File: src/rtl/uart_tx_fifo.sv
// 8N1 UART transmitter fed by a valid/ready byte FIFO.
// Queued bytes leave back-to-back; each bit is held DELAY_FRAMES clocks.
module uart_tx_fifo #(
  parameter int unsigned DELAY_FRAMES    = 234,
  parameter int unsigned FIFO_DEPTH_LOG2 = 4
) (
  input  logic                       sys_clk,
  input  logic                       sys_rst_n,
  input  logic [7:0]                 wr_data,
  input  logic                       wr_valid,
  output logic                       wr_ready,
  output logic                       uart_tx,
  output logic                       busy,
  output logic [FIFO_DEPTH_LOG2:0]   level
);

  localparam int unsigned DEPTH = 1 << FIFO_DEPTH_LOG2;
  localparam int unsigned LVL_W = FIFO_DEPTH_LOG2 + 1;
  localparam int unsigned PTR_W = FIFO_DEPTH_LOG2;
  localparam int unsigned CNT_W = (DELAY_FRAMES > 1) ? $clog2(DELAY_FRAMES) : 1;
  localparam logic [CNT_W-1:0] CNT_LAST = CNT_W'(DELAY_FRAMES - 1);
  localparam logic [LVL_W-1:0] LVL_FULL = LVL_W'(DEPTH);

  typedef enum logic [1:0] {
    IDLE  = 2'd0,
    START = 2'd1,
    DATA  = 2'd2,
    STOP  = 2'd3
  } state_e;

  state_e           state_q;
  logic [7:0]       mem_q [DEPTH];
  logic [PTR_W-1:0] wr_ptr_q;
  logic [PTR_W-1:0] rd_ptr_q;
  logic [LVL_W-1:0] level_q;
  logic [LVL_W-1:0] level_d;
  logic             nonempty_q;
  logic [CNT_W-1:0] cnt_q;
  logic [2:0]       idx_q;
  logic [7:0]       shift_q;
  logic             tx_q;

  logic push;
  logic pop;
  logic bit_end;

  assign wr_ready = sys_rst_n && (level_q != LVL_FULL);
  assign push     = wr_valid && wr_ready;
  assign bit_end  = (cnt_q == CNT_LAST);
  // IDLE waits for a level seen on the previous cycle, giving the push-to-start latency of two edges
  assign pop      = (level_q != '0) &&
                    (((state_q == IDLE) && nonempty_q) || ((state_q == STOP) && bit_end));

  always_comb begin
    level_d = level_q;
    if (push && !pop) begin
      level_d = level_q + LVL_W'(1);
    end else if (pop && !push) begin
      level_d = level_q - LVL_W'(1);
    end
  end

  always_ff @(posedge sys_clk) begin
    if (push) begin
      mem_q[wr_ptr_q] <= wr_data;
    end
  end

  always_ff @(posedge sys_clk) begin
    if (!sys_rst_n) begin
      wr_ptr_q   <= '0;
      rd_ptr_q   <= '0;
      level_q    <= '0;
      nonempty_q <= 1'b0;
    end else begin
      if (push) begin
        wr_ptr_q <= wr_ptr_q + PTR_W'(1);
      end
      if (pop) begin
        rd_ptr_q <= rd_ptr_q + PTR_W'(1);
      end
      level_q    <= level_d;
      nonempty_q <= (level_q != '0);
    end
  end

  // Frame sequencer: start bit, 8 data bits LSB first, stop bit
  always_ff @(posedge sys_clk) begin
    if (!sys_rst_n) begin
      state_q <= IDLE;
      tx_q    <= 1'b1;
      cnt_q   <= '0;
      idx_q   <= '0;
      shift_q <= '0;
    end else begin
      case (state_q)
        IDLE: begin
          tx_q <= 1'b1;
          if (pop) begin
            shift_q <= mem_q[rd_ptr_q];
            tx_q    <= 1'b0;
            cnt_q   <= '0;
            state_q <= START;
          end
        end
        START: begin
          if (bit_end) begin
            tx_q    <= shift_q[0];
            idx_q   <= '0;
            cnt_q   <= '0;
            state_q <= DATA;
          end else begin
            cnt_q <= cnt_q + CNT_W'(1);
          end
        end
        DATA: begin
          if (bit_end) begin
            cnt_q <= '0;
            if (idx_q == 3'd7) begin
              tx_q    <= 1'b1;
              state_q <= STOP;
            end else begin
              idx_q   <= idx_q + 3'd1;
              shift_q <= {1'b0, shift_q[7:1]};
              tx_q    <= shift_q[1];
            end
          end else begin
            cnt_q <= cnt_q + CNT_W'(1);
          end
        end
        STOP: begin
          if (bit_end) begin
            cnt_q <= '0;
            if (pop) begin
              shift_q <= mem_q[rd_ptr_q];
              tx_q    <= 1'b0;
              state_q <= START;
            end else begin
              state_q <= IDLE;
            end
          end else begin
            cnt_q <= cnt_q + CNT_W'(1);
          end
        end
        default: begin
          state_q <= IDLE;
          tx_q    <= 1'b1;
        end
      endcase
    end
  end

  assign uart_tx = tx_q;
  assign level   = level_q;
  assign busy    = (state_q != IDLE) || (level_q != '0);

endmodule

File: config.mk
export PLATFORM = sky130hd
export DESIGN_NAME = uart_tx_fifo
export DESIGN_NICKNAME = d
export VERILOG_FILES = /design/src/rtl/uart_tx_fifo.sv
export SDC_FILE = /design/constraint.sdc
export NUM_CORES = 1
export LEC_CHECK = 0
export BUFFER_PORTS_ARGS = -buffer_cell sky130_fd_sc_hd__buf_2
export CORE_MARGIN = 5
export CORE_UTILIZATION = 56
export CTS_BUF_LIST = sky130_fd_sc_hd__clkbuf_8 sky130_fd_sc_hd__clkbuf_16
export DETAILED_ROUTE_END_ITERATION = 10
export PLACE_DENSITY = 0.82
export SETUP_SLACK_MARGIN = 0.4
export SYNTH_ARGS = -nofsm -noshare
export SYNTH_HDL_FRONTEND = slang
export SYNTH_SLANG_ARGS = --single-unit
File: constraint.sdc
create_clock -name sys_clk -period 2.8 [get_ports sys_clk]
set_input_delay 0 -clock sys_clk [delete_from_list [all_inputs] [get_ports sys_clk]]
set_output_delay 0 -clock sys_clk [all_outputs]
set_load 0.05 [all_outputs]
Word-level counts from Yosys, hierarchy flattened
Memories as Yosys holds them, arrays and structs flattened. A register that Yosys moved wholly into a read port is not among the register bits.
Index checks and enable logic that the tools add are counted.
{ "totals": {"ff_bits": 36, "ramBits": 128, "input_bits": 11, "output_inout_bits": 8, "wordCells": 83, "mem_count": 1} }
{ "classes": {"addsub": 6, "eq_ne": 13, "muxes": 32, "reduce_logical": 22} }
{ "memory_table": {"columns": ["name", "words", "word_bits", "rd", "rd_ports_with_merged_regs", "wr", "line_no", "source"], "rows": [
  ["mem_q", 16, 8, 1, 1, 1, "32", "logic [7:0] mem_q [DEPTH];"]
]} }
{ "op_table": {"columns": ["cell", "n"], "rows": [
  ["8-bit two-way mux", 6],
  ["8-bit case mux with 3 select lines", 1],
  ["8-bit case mux with 2 select lines", 1],
  ["2-bit != test (second input constant)", 7],
  ["4-bit AND reduction", 3],
  ["2-bit two-way mux", 5],
  ["5-bit two-way mux", 2],
  ["1-bit two-way mux", 9],
  ["3-bit two-way mux", 3],
  ["4-bit by 1-bit adder with 4-bit output (second input constant)", 2],
  ["8-bit by 1-bit adder with 8-bit output (second input constant)", 1],
  ["8-bit == test (second input constant)", 1],
  ["4-bit two-way mux", 2],
  ["2-bit case mux with 4 select lines", 1],
  ["1-bit logical AND", 7],
  ["3-bit case mux with 2 select lines", 1],
  ["2-bit nonzero test", 3],
  ["5-bit by 1-bit adder with 5-bit output (second input constant)", 1],
  ["5-bit != test (second input constant)", 1],
  ["5-bit AND reduction", 1],
  ["5-bit nonzero test", 1],
  ["5-bit by 1-bit subtractor with 5-bit output (second input constant)", 1],
  ["2-bit == test (second input constant)", 2],
  ["1-bit case mux with 4 select lines", 1],
  ["8 further kinds", 10]
]} }

Depth between registers and ports, before layout
Gate-level depths: netlist of the first run.
{ "depth": {"ltp_word": 7, "mapped_depth": 14, "ltp_nobuf": 14} }

Least setup slack after synthesis of the first run
Ideal clock, no wire load.
{ "synth_path": {"kind": "register to register", "start": "register level_q[0] (netlist: level[0])", "end": "register level_q[4] (netlist: level[4])", "setup_time_ns": 0.072, "arrival_time_ns": 3.017, "required_time_ns": 2.728, "setup_slack_ns": -0.288, "path_stages_with_launch": 14, "n_path_buf": 1, "period_less_slack_ns": 3.088, "path_cell_list": "dfxtp_1 nor4_2 nor2b_1 buf_2 nor2_1 inv_1 ha_1 inv_1 ha_1 nor2b_1 o21a_1 or3_1 a21oi_1 mux2i_1"} }
{ "synth_between": {"elab_chain_len": 6, "word_cells_on_any_way": 14, "classes_between": "add/sub: 2; eq/ne: 1; mux: 2; reduce/logical: 9"} }
{ "synth_lines": {"columns": ["element", "line_no", "source"], "rows": [
  ["from (decl)", "35", "logic [LVL_W-1:0] level_q;"],
  ["from (signal assigned)", "82", "level_q <= level_d;"],
  ["parallel branches: the longest is 6 deep, another holds 5-bit by 1-bit subtractor with 5-bit output", null, null]
]} }
Several ways; the timed one is not identified. The select of a mux whose other input is x is not followed.
A chain may end at the register's enable or synchronous reset.

Final worst setup path of the first run
{ "layout_path": {"start": "register level_q[3] (netlist: level[3])", "end": "register level_q[4] (netlist: level[4])"} }
The elaborated chain is that of the path after synthesis.

==> results of run 1 <==
==> synthesized netlist by cell type (2+ instances only) <==
cell type  number  share of area
clkbuf_1        9         0.0047
a22oi_1         7         0.0074
buf_1           4         0.0021
nand4_1         4         0.0035
nand3_1         8         0.0056
o21ai_0        12         0.0084
nor2b_1         5         0.0044
nand2_1        26          0.014
nor2_1         45          0.024
nand2b_1        5         0.0044
inv_1          15         0.0079
nor3_1          7         0.0049
ha_1           19          0.033
buf_4           3         0.0032
nand3b_1        3         0.0032
o21ai_1         2         0.0014
a311oi_1        7         0.0086
xor2_1          5         0.0061
mux2i_1        39          0.055
a32oi_1         6         0.0074
and2_1          2         0.0018
a21oi_1        33          0.023
buf_2           7         0.0049
or3_1           9         0.0079
mux4_2         19          0.060
xnor2_1         4         0.0049
edfxtp_1      128           0.54
dfxtp_1        40           0.11
a211oi_1        2         0.0021
o31ai_1         2         0.0021
==> where the power goes <==
part           switching, W  internal [W]  leakage, nW
Combinational       0.00119      0.000832         1.01
Sequential         0.000143       0.00286         1.48
Clock              0.000981       0.00133        0.292
Total               0.00231       0.00502         2.78
==> per-stage QoR <==
step           power (W)  setup slack, ns  instances  utilization
2_1_floorplan   0.004450           0.1722        501            -
3_3_place_gp    0.004827           0.2177        693       0.6056
3_5_place_dp    0.004902          0.09583        693       0.6056
4_1_cts         0.007298           0.1840        737       0.6632
5_1_grt         0.007683          0.08082        741       0.6658
6_report        0.007332           0.2173        741       0.6658
==> sequential cells by signal, indices dropped and copies added (netlist names), named ones only <==
| register | count |
|---|---|
| shift_q | 8 |
| cnt_q | 8 |
| wr_ptr_q | 4 |
| level | 5 |
| rd_ptr_q | 4 |
| state_q | 2 |
| nonempty_q | 1 |
| uart_tx | 1 |
| idx_q | 3 |
| mem_q | 128 |
==> layout by cell type, fill, tap and decap left out, types with 12 or more instances in the layout <==
cell type,n
nor2_1,44
buf_4,32
nand2_1,26
buf_2,18
mux4_2,19
inv_1,12
ha_1,15
dfxtp_1,31
mux2i_1,39
a21oi_1,32
clkbuf_16,17
edfxtp_1,128
o21ai_0,12
==> cell type report <==
class,count,share of cell area
inverter,16,0.007476
clock inverter,15,0.01929
sequential,168,0.5582
multi-input combinational,294,0.2883
clock buffer,17,0.05084
tap,172,0.02572
timing repair buffer,59,0.05024
==> worst min-delay path: stages <==
cell and delay (ns):
buf_2 0.10, inv_1 0.08, a211oi_4 0.09, nand2_1 0.09, o31ai_1 0.07
==> cells by family (layout without fill, tap and decap cells) <==
| logic type | count (synthesis) | in the layout | share of synthesized area |
|---|---|---|---|
| compound gates | 84 | 84 | 0.07780 |
| xor+xnor | 9 | 9 | 0.01106 |
| fa+ha+maj | 20 | 20 | 0.03618 |
| buf+inv | 39 | 107 | 0.02336 |
| flops | 168 | 168 | 0.6519 |
| mux | 59 | 59 | 0.1164 |
| simple gates | 122 | 122 | 0.08324 |
==> layer usage <==
layer	GRT usage	vias to the layer above	part of all wire
li1	-	2019	-
met1	0.2706	2126	0.41
met2	0.3522	183	0.51
met3	0.05023	23	0.061
met4	0.06508	0	0.021
met5	0	-	0
==> worst paths after layout <==
| kind | from | endpoint | depth (start not counted) | slack (ns) |
|---|---|---|---|---|
| max | level[3] | level[4] | 12 | 0.22 |
| min | wr_valid | wr_ptr_q[1] | 5 | 0.06 |
| max reg2reg | level[3] | level[4] | 12 | 0.22 |
| min reg2reg | idx_q[2] | idx_q[2] | 2 | 0.46 |
==> repair_timing <==
| action | 4_1_cts | 5_1_grt |
|---|---|---|
| resized for setup | 8 | 1 |
| hold buffers | 9 | 0 |
| buffers inserted | 3 | 4 |
| cloned | 0 | 0 |
| endpoints found under the setup margin | 1 | 9 |
| pin swaps | 4 | 3 |
| hold endpoints to repair | 132 | 0 |
==> flow_summary_export.csv, run 1 <==
group,metric,value,unit
setup_path,cp_slowest_cell,"nor4_4",
final_layout,multi_input_area,0.002412,sq mm
clock_network,clkLatencyLatePin,0.42,ns
setup_path,worst_path_most_repeated_cell,"ha_4",
setup_path,critPathMaxFanout,4,
clock_network,path_clk_slew,0.06,ns
floorplan,rows,41,
sta,timing.hold.ws,0.06500,ns
setup_path,crit_family,"simple AND/OR/NAND/NOR gates",
clock_network,cts_htree_levels,4,
floorplan,die_x,122.8,um
yosys,syn_area,0.007124,sq mm
yosys,ys_seq_elements,168,
routing,wl,14.69,mm
final_layout,regArea,0.004671,sq mm
outcome,status,"complete, no violations",
placement,dp_hpwl,9.195,mm
sta,hold_violations,0,
sta,finalCritPeriodShare,0.9224,
final_layout,diodes,0,
floorplan,core-area,0.01257,sq mm
sta,rsz0062_at_grt,"yes",
routing,antenna_left,0,
setup_path,cp-end-kind,"flop",
setup_path,cp_num_buf_inv,2,
placement,place_area,0.007611,sq mm
power,power_density,876.2,mW/mm^2
clock_network,cts-root-buf,"clkbuf_16",
power,leakage,2.782,nW
yosys,async_flop_share,0,
setup_path,critPathMaxStageDelay,0.39,ns
final_layout,drive_gt1_frac,0.2250,
yosys,synth_cells,501,
placement,gp_congestion,0.8498,
yosys,synth_warnings,0,
setup_path,crit_arrival,2.93,ns
routing,via_count,4351,
yosys,ys.flop_type,"edfxtp_1",
final_layout,syn_to_final_growth,17.46,%
yosys,synth_edf_count,128,
routing,drt-initial-drc-count,447,
clock_network,cts_made_buffers,17,
global_route,grt.total_usage,0.2095,
setup_path,required,3.15,ns
clock_network,clock_path_buffers,2,
sta,finalSetupViolations,0,
yosys,ys_types,54,
clock_network,cts.sinks,168,
final_layout,final_nets,587,
sta,slew_viol_final,0,
run,drv_cap,0,
routing,vias_per_cell,5.872,
sta,fin_crit,2.583,ns
sta,worst_pin_slew,0.6209,ns
yosys,ys_seq_area_frac,0.6519,
floorplan,die_height,122.8,um
yosys,avgSynthCellArea,14.22,sq um
global_route,grt_pass1_vias,4395,
placement,port_buffers,18,
final_layout,n_fill_cell,851,
setup_path,crit_type,"reg2reg",
final_layout,design_area,0.008368,sq mm
routing,route.detailed.drc,0,
global_route,grt_max_degree,36,
setup_path,cp_cell_sequence,"nor4_4 > nor2b_4 > nor2_4 > inv_2 > ha_4 > inv_4 > ha_4 > nor2b_1 > o21a_1 > or3_1 > a21oi_2 > mux2i_1",
setup_path,critPathLaunchType,"flop",
sta,tns,0,ns
power,ir_worst_vdd,482.8,uV
sta,skew,0.006008,ns
sta,fmax,387.2,MHz
sta,slew_headroom,0.5833,
routing,wl_per_cell,19.82,um
yosys,syn_nets,532,
floorplan,pin_count,19,
floorplan,die-area,0.01508,sq mm
global_route,antenna_found_initial,0,
global_route,grt-ovfl-total,0,
routing,first_pass_iters,5,
floorplan,initial_core_util,0.5668,
hold_path,min_path_type,"in2reg",
global_route,grt_pass1_wl,23.56,mm
clock_network,cts_tree,"yes",
Power figures use the tool's default switching activity.
==> run 2: changes to the inputs <==
--- a/config.mk
+++ b/config.mk
@@ -6,11 +6,13 @@
 export NUM_CORES = 1
 export LEC_CHECK = 0
 export BUFFER_PORTS_ARGS = -buffer_cell sky130_fd_sc_hd__buf_2
+export CELL_PAD_IN_SITES_DETAIL_PLACEMENT = 1
+export CELL_PAD_IN_SITES_GLOBAL_PLACEMENT = 1
 export CORE_MARGIN = 5
-export CORE_UTILIZATION = 56
+export CORE_UTILIZATION = 47
 export CTS_BUF_LIST = sky130_fd_sc_hd__clkbuf_8 sky130_fd_sc_hd__clkbuf_16
 export DETAILED_ROUTE_END_ITERATION = 10
-export PLACE_DENSITY = 0.82
+export PLACE_DENSITY = 0.81
 export SETUP_SLACK_MARGIN = 0.4
 export SYNTH_ARGS = -nofsm -noshare
 export SYNTH_HDL_FRONTEND = slang
==> flow_summary_export.csv, run 2 (synthesis results as in run 1) <==
group,metric,value,unit
final_layout,regMostFlops,"mem_q",
clock_network,cts_htree_levels,4,
sta,tns,0,ns
routing,vias_per_cell,5.899,
setup_path,required,3.16,ns
clock_network,cts-root-buf,"clkbuf_16",
sta,fin_crit,2.589,ns
run,drv_cap,0,
clock_network,path_clk_slew,0.07,ns
placement,place_inst,712,
floorplan,die_height,133.1,um
final_layout,largest_reg_flops,128,
routing,wl,17.66,mm
clock_network,clock_path_buffers,2,
sta,fmax,386.3,MHz
global_route,grt-ovfl-total,0,
final_layout,final_common_cell,"edfxtp_1",
final_layout,top_regs,"mem_q (128), cnt_q (8), shift_q (8)",
sta,fin_ws,0.2111,ns
placement,gp_congestion,0.7747,
hold_path,hold_depth,5,
setup_path,critPathLaunchType,"flop",
outcome,status,"complete, no violations",
global_route,grt_max_degree,46,
routing,first_pass_iters,4,
sta,finalCritPeriodShare,0.9246,
final_layout,multi_input_area,0.002421,sq mm
setup_path,worstRegToRegCells,14,
global_route,grt_pass1_wl,28.04,mm
routing,via_count,4477,
hold_path,hold_start,"sys_rst_n",
clock_network,cts_made_buffers,17,
placement,pre_cts_slack,0.03959,ns
sta,finalSetupViolations,0,
setup_path,worstReg2RegEnd,"level[4]",
floorplan,pin_count,19,
routing,drt-initial-drc-count,266,
final_layout,syn_to_final_growth,18.21,%
sta,slew_viol_final,0,
sta,slew_headroom,0.6047,
global_route,grt.total_usage,0.2083,
final_layout,final_nets,589,
setup_path,crit_arrival,2.95,ns
clock_network,cts_tree,"yes",
floorplan,initial_core_util,0.4739,
floorplan,die-area,0.01772,sq mm
power,power_density,884.8,mW/mm^2
floorplan,rows,45,
setup_path,crit_type,"reg2reg",
sta,worst_pin_slew,0.5921,ns
final_layout,diodes,0,
sta,timing.hold.ws,0.04199,ns
setup_path,r2r-start,"cnt_q[1]",
routing,route.detailed.drc,0,
setup_path,r2r_slack,0.21,ns
sta,rsz0062_at_grt,"yes",
floorplan,die_x,133.1,um
placement,dp_hpwl,11.17,mm
power,ir_worst_vdd,587.9,uV
setup_path,cp-end-kind,"flop",
final_layout,n_fill_cell,1438,
floorplan,core-area,0.01503,sq mm
routing,antenna_left,0,
hold_path,holdPathEnd,"wr_ptr_q[1]",
placement,port_buffers,18,
final_layout,fin_cells,759,
hold_path,min_path_type,"in2reg",
final_layout,drive_gt1_frac,0.2364,
final_layout,final_cell_mix,"edfxtp_1, nor2_1, mux2i_1",
routing,wl_per_cell,23.27,um
setup_path,critPathMaxFanout,4,
global_route,antenna_found_initial,0,
clock_network,clkLatencyLatePin,0.43,ns
clock_network,cts.sinks,168,
sta,hold_violations,0,
sta,skew,0.01014,ns
global_route,grt_pass1_vias,4903,
final_layout,regArea,0.004667,sq mm
power,leakage,2.802,nW
run 2: cell type report:
| class | instances | share of cell area |
|---|---|---|
| flip-flops and latches | 168 | 0.5542 |
| inverters | 16 | 0.007428 |
| clock buffers | 18 | 0.05215 |
| clock inverters | 14 | 0.01471 |
| multi-input cells | 294 | 0.2875 |
| well taps | 188 | 0.02793 |
| repair buffers | 61 | 0.05616 |
run 2: where the power goes:
part	internal [W]	switching (W)
Sequential	0.00285	0.000169
Clock	0.00126	0.00101
Combinational	0.000890	0.00127
run 2: timing repair:
item	CTS	global route
pin swaps	4	3
buffers inserted	4	2
endpoints found under the setup margin	3	9
hold buffers	9	0
resized for setup	9	3
endpoints found under the hold margin	132	0
run 2: layer usage:
layer / track usage / vias to the layer above / part of all wire
li1: - / 2026 / -
met3: 0.04947 / 32 / 0.046
met2: 0.3541 / 120 / 0.51
met4: 0.09314 / 0 / 0.027
met5: 0 / - / 0
met1: 0.2538 / 2299 / 0.41
run 2: worst max-delay path by stage:
stage / start / end / slack (ns) / cells past startpoint
after floorplan: level[2] / level[4] / 0.17 / 13
final: cnt_q[1] / level[4] / 0.21 / 14
after CTS: level[1] / level[4] / 0.18 / 12
after global routing: level[0] / level[4] / 0.06 / 12
after global placement: cnt_q[1] / level[4] / 0.21 / 14
after detailed placement: state_q[1] / level[4] / 0.04 / 14
run 2: critical path, cell delays in order (launching register included):
cell and delay, ns:
dfxtp_2 0.35, inv_1 0.05, ha_1 0.19, and4_4 0.21, a21boi_4 0.19, nor2_4 0.06, inv_2 0.07, ha_4 0.16
inv_4 0.05, ha_4 0.21, nor2b_1 0.12, o21a_1 0.18, or3_1 0.32, a21oi_2 0.15, mux2i_1 0.19
run 2: stage by stage:
| stage | util | power (W) | cell area [sq um] |
|---|---|---|---|
| 2_1_floorplan | - | 0.004450 | 7226 |
| 3_3_place_gp | 0.5108 | 0.004895 | 7679 |
| 3_5_place_dp | 0.5108 | 0.005022 | 7679 |
| 4_1_cts | 0.5578 | 0.007412 | 8386 |
| 5_1_grt | 0.5602 | 0.007799 | 8422 |
| 6_report | 0.5602 | 0.007452 | 8422 |
==> run 3: changes to the inputs <==
--- a/config.mk
+++ b/config.mk
@@ -12,6 +12,7 @@
 export CORE_UTILIZATION = 47
 export CTS_BUF_LIST = sky130_fd_sc_hd__clkbuf_8 sky130_fd_sc_hd__clkbuf_16
 export DETAILED_ROUTE_END_ITERATION = 10
+export GPL_TIMING_DRIVEN = 0
 export PLACE_DENSITY = 0.81
 export SETUP_SLACK_MARGIN = 0.4
 export SYNTH_ARGS = -nofsm -noshare
==> flow_summary_export.csv, run 3 (synthesis results as in run 1) <==
group,metric,value,unit
floorplan,die-area,0.01772,sq mm
clock_network,clock_path_buffers,2,
setup_path,cp_cell_sequence,"nor4_4 > buf_4 > nor2b_4 > buf_6 > nor2_4 > inv_2 > ha_4 > inv_4 > ha_4 > nor2b_4 > o21a_1 > or3_1 > a21oi_2 > mux2i_1",
power,ir_worst_vdd,477.7,uV
placement,port_buffers,18,
clock_network,cts_tree,"yes",
setup_path,crit_arrival,3.02,ns
sta,fin_crit,2.668,ns
floorplan,die_height,133.1,um
setup_path,critPathLaunchType,"flop",
sta,skew,0.009950,ns
clock_network,cts.sinks,168,
setup_path,cp_num_cells,14,
power,p_int,0.005068,W
final_layout,top_regs,"mem_q (128), cnt_q (8), shift_q (8)",
power,p_clk_frac,0.299,
sta,slew_headroom,0.3750,
setup_path,r2r_slack,0.13,ns
routing,vias_per_cell,5.831,
routing,drt-initial-drc-count,323,
floorplan,initial_core_util,0.4739,
power,power_frac_seq,0.399,
global_route,grt_max_degree,17,
final_layout,syn_to_final_growth,19.51,%
power,share_comb_of_total_power,0.303,
clock_network,path_clk_slew,0.07,ns
setup_path,cp_slowest_cell,"or3_1",
sta,finalCritPeriodShare,0.9529,
power,p_sw,0.002449,W
sta,worst_pin_slew,0.9341,ns
floorplan,rows,45,
power,power,0.007517,W
clock_network,clkLatencyLatePin,0.43,ns
sta,slew_viol_final,0,
final_layout,regMostFlops,"mem_q",
power,swShare,0.3257,
final_layout,final_common_cell,"edfxtp_1",
clock_network,cts-root-buf,"clkbuf_16",
placement,gp_congestion,0.8582,
run,drv_cap,0,
final_layout,largest_reg_flops,128,
setup_path,crit_type,"reg2reg",
setup_path,critPathMaxFanout,4,
final_layout,final_cell_mix,"edfxtp_1, mux2i_1, nor2_1",
final_layout,design_area,0.008514,sq mm
clock_network,cts_made_buffers,17,
placement,dp_hpwl,10.95,mm
outcome,status,"complete, no violations",
global_route,antenna_found_initial,0,
routing,first_pass_iters,5,
hold_path,min_path_type,"in2reg",
setup_path,crit_path_end,"level[4]",
setup_path,required,3.15,ns
setup_path,startpoint,"level[0]",
routing,wl,17.06,mm
setup_path,r2r-start,"level[0]",
sta,hold_violations,0,
setup_path,worstRegToRegCells,14,
floorplan,die_x,133.1,um
power,power_density,882.8,mW/mm^2
setup_path,cp-end-kind,"flop",
sta,fmax,374.8,MHz
global_route,grt_pass1_vias,4732,
sta,rsz0062_at_grt,"yes",
routing,antenna_left,0,
routing,route.detailed.drc,0,
sta,finalSetupViolations,0,
placement,place_area,0.007564,sq mm
global_route,grt.total_usage,0.1971,
final_layout,final_nets,599,
final_layout,drive_gt1_frac,0.2513,
setup_path,critPathMaxStageDelay,0.37,ns
routing,wl_per_cell,22.18,um
global_route,grt-ovfl-total,0,
floorplan,pin_count,19,
global_route,grt_pass1_wl,26.32,mm
final_layout,diodes,0,
setup_path,worstReg2RegEnd,"level[4]",
floorplan,core-area,0.01503,sq mm
power,leakage,2.775,nW
setup_path,crit_family,"simple AND/OR/NAND/NOR gates",
routing,via_count,4484,
clock_network,cts_htree_levels,4,
setup_path,cp_num_buf_inv,4,
==> run 3: changes by cell type in the layout (fill, tap and decap cells not counted), sizes merged <==
| cell | before | now |
|---|---|---|
| dlygate4sd3 | 9 | 10 |
| clkinvlp | 1 | 3 |
| clkinv | 4 | 3 |
| buf | 52 | 50 |
| clkbuf | 18 | 28 |
==> run 3: tightest hold or removal path, cell delays in order <==
cell and delay (ns):
buf_2 0.08, inv_1 0.05, a211oi_4 0.21, buf_6 0.14
o31ai_1 0.07
==> run 3: per-layer routing <==
layer	vias to the layer above	track usage	routed length, um	share of wire
li1	2047	-	-	-
met1	2296	0.2537	7288	0.43
met2	117	0.3315	8741	0.51
met3	24	0.04532	747	0.044
met4	0	0.06629	282	0.017
met5	-	0	0	0
==> run 3: worst min-delay path by stage <==
| stage | startpoint | to | slack, ns | cells after the start |
|---|---|---|---|---|
| detailed placement | sys_rst_n | state_q[0] | 0.34 | 3 |
| CTS | wr_valid | wr_ptr_q[1] | 0.02 | 5 |
| global placement | sys_rst_n | state_q[0] | 0.33 | 3 |
| finish | wr_valid | wr_ptr_q[1] | 0.17 | 5 |
| global route | wr_valid | wr_ptr_q[1] | 0.17 | 5 |
| floorplan | wr_data[0] | mem_q[0][0] | 0.1 | 0 |
==> run 3: what timing repair did <==
action / CTS / global route
hold endpoints to repair: 132 / 0
setup endpoints to repair: 43 / 131
resized for setup: 9 / 30
setup buffers: 10 / 9
pin swaps: 7 / 13
hold buffers: 10 / 0
==> run 3: layout make-up <==
cell class              instances  area (sq um)
flip-flops and latches        168          4671
clock buffers                  17         425.4
plain buffers                  23         117.6
multi-input cells             294          2512
inverters                      16         62.56
well taps                     188         235.2
clock inverters                15         142.6
fillers                      1420          6519
repair buffers                 48         347.8
==> run 3: power by group through the flow <==
stage / Sequential (W) / Clock (W) / Combinational, W
global route: 0.00301 / 0.00242 / 0.00245
finish: 0.00300 / 0.00225 / 0.00227
floorplan: 0.00313 / 0 / 0.00132
detailed placement: 0.00305 / 0 / 0.00190
CTS: 0.00298 / 0.00228 / 0.00209
global placement: 0.00303 / 0 / 0.00183
==> run 3: stage by stage <==
| stage | setup WS [ns] | setup TNS (ns) | hold slack, ns | cells | utilization |
|---|---|---|---|---|---|
| floorplan | 0.1722 | 0 | 0.09887 | 501 | - |
| global placement | 0.02120 | 0 | 0.3326 | 707 | 0.5023 |
| detailed placement | -0.02419 | -0.02419 | 0.3424 | 708 | 0.5031 |
| CTS | 0.1184 | 0 | 0.02378 | 760 | 0.5546 |
| global route | 0.007618 | 0 | 0.1714 | 769 | 0.5664 |
| finish | 0.1320 | 0 | 0.1682 | 769 | 0.5664 |
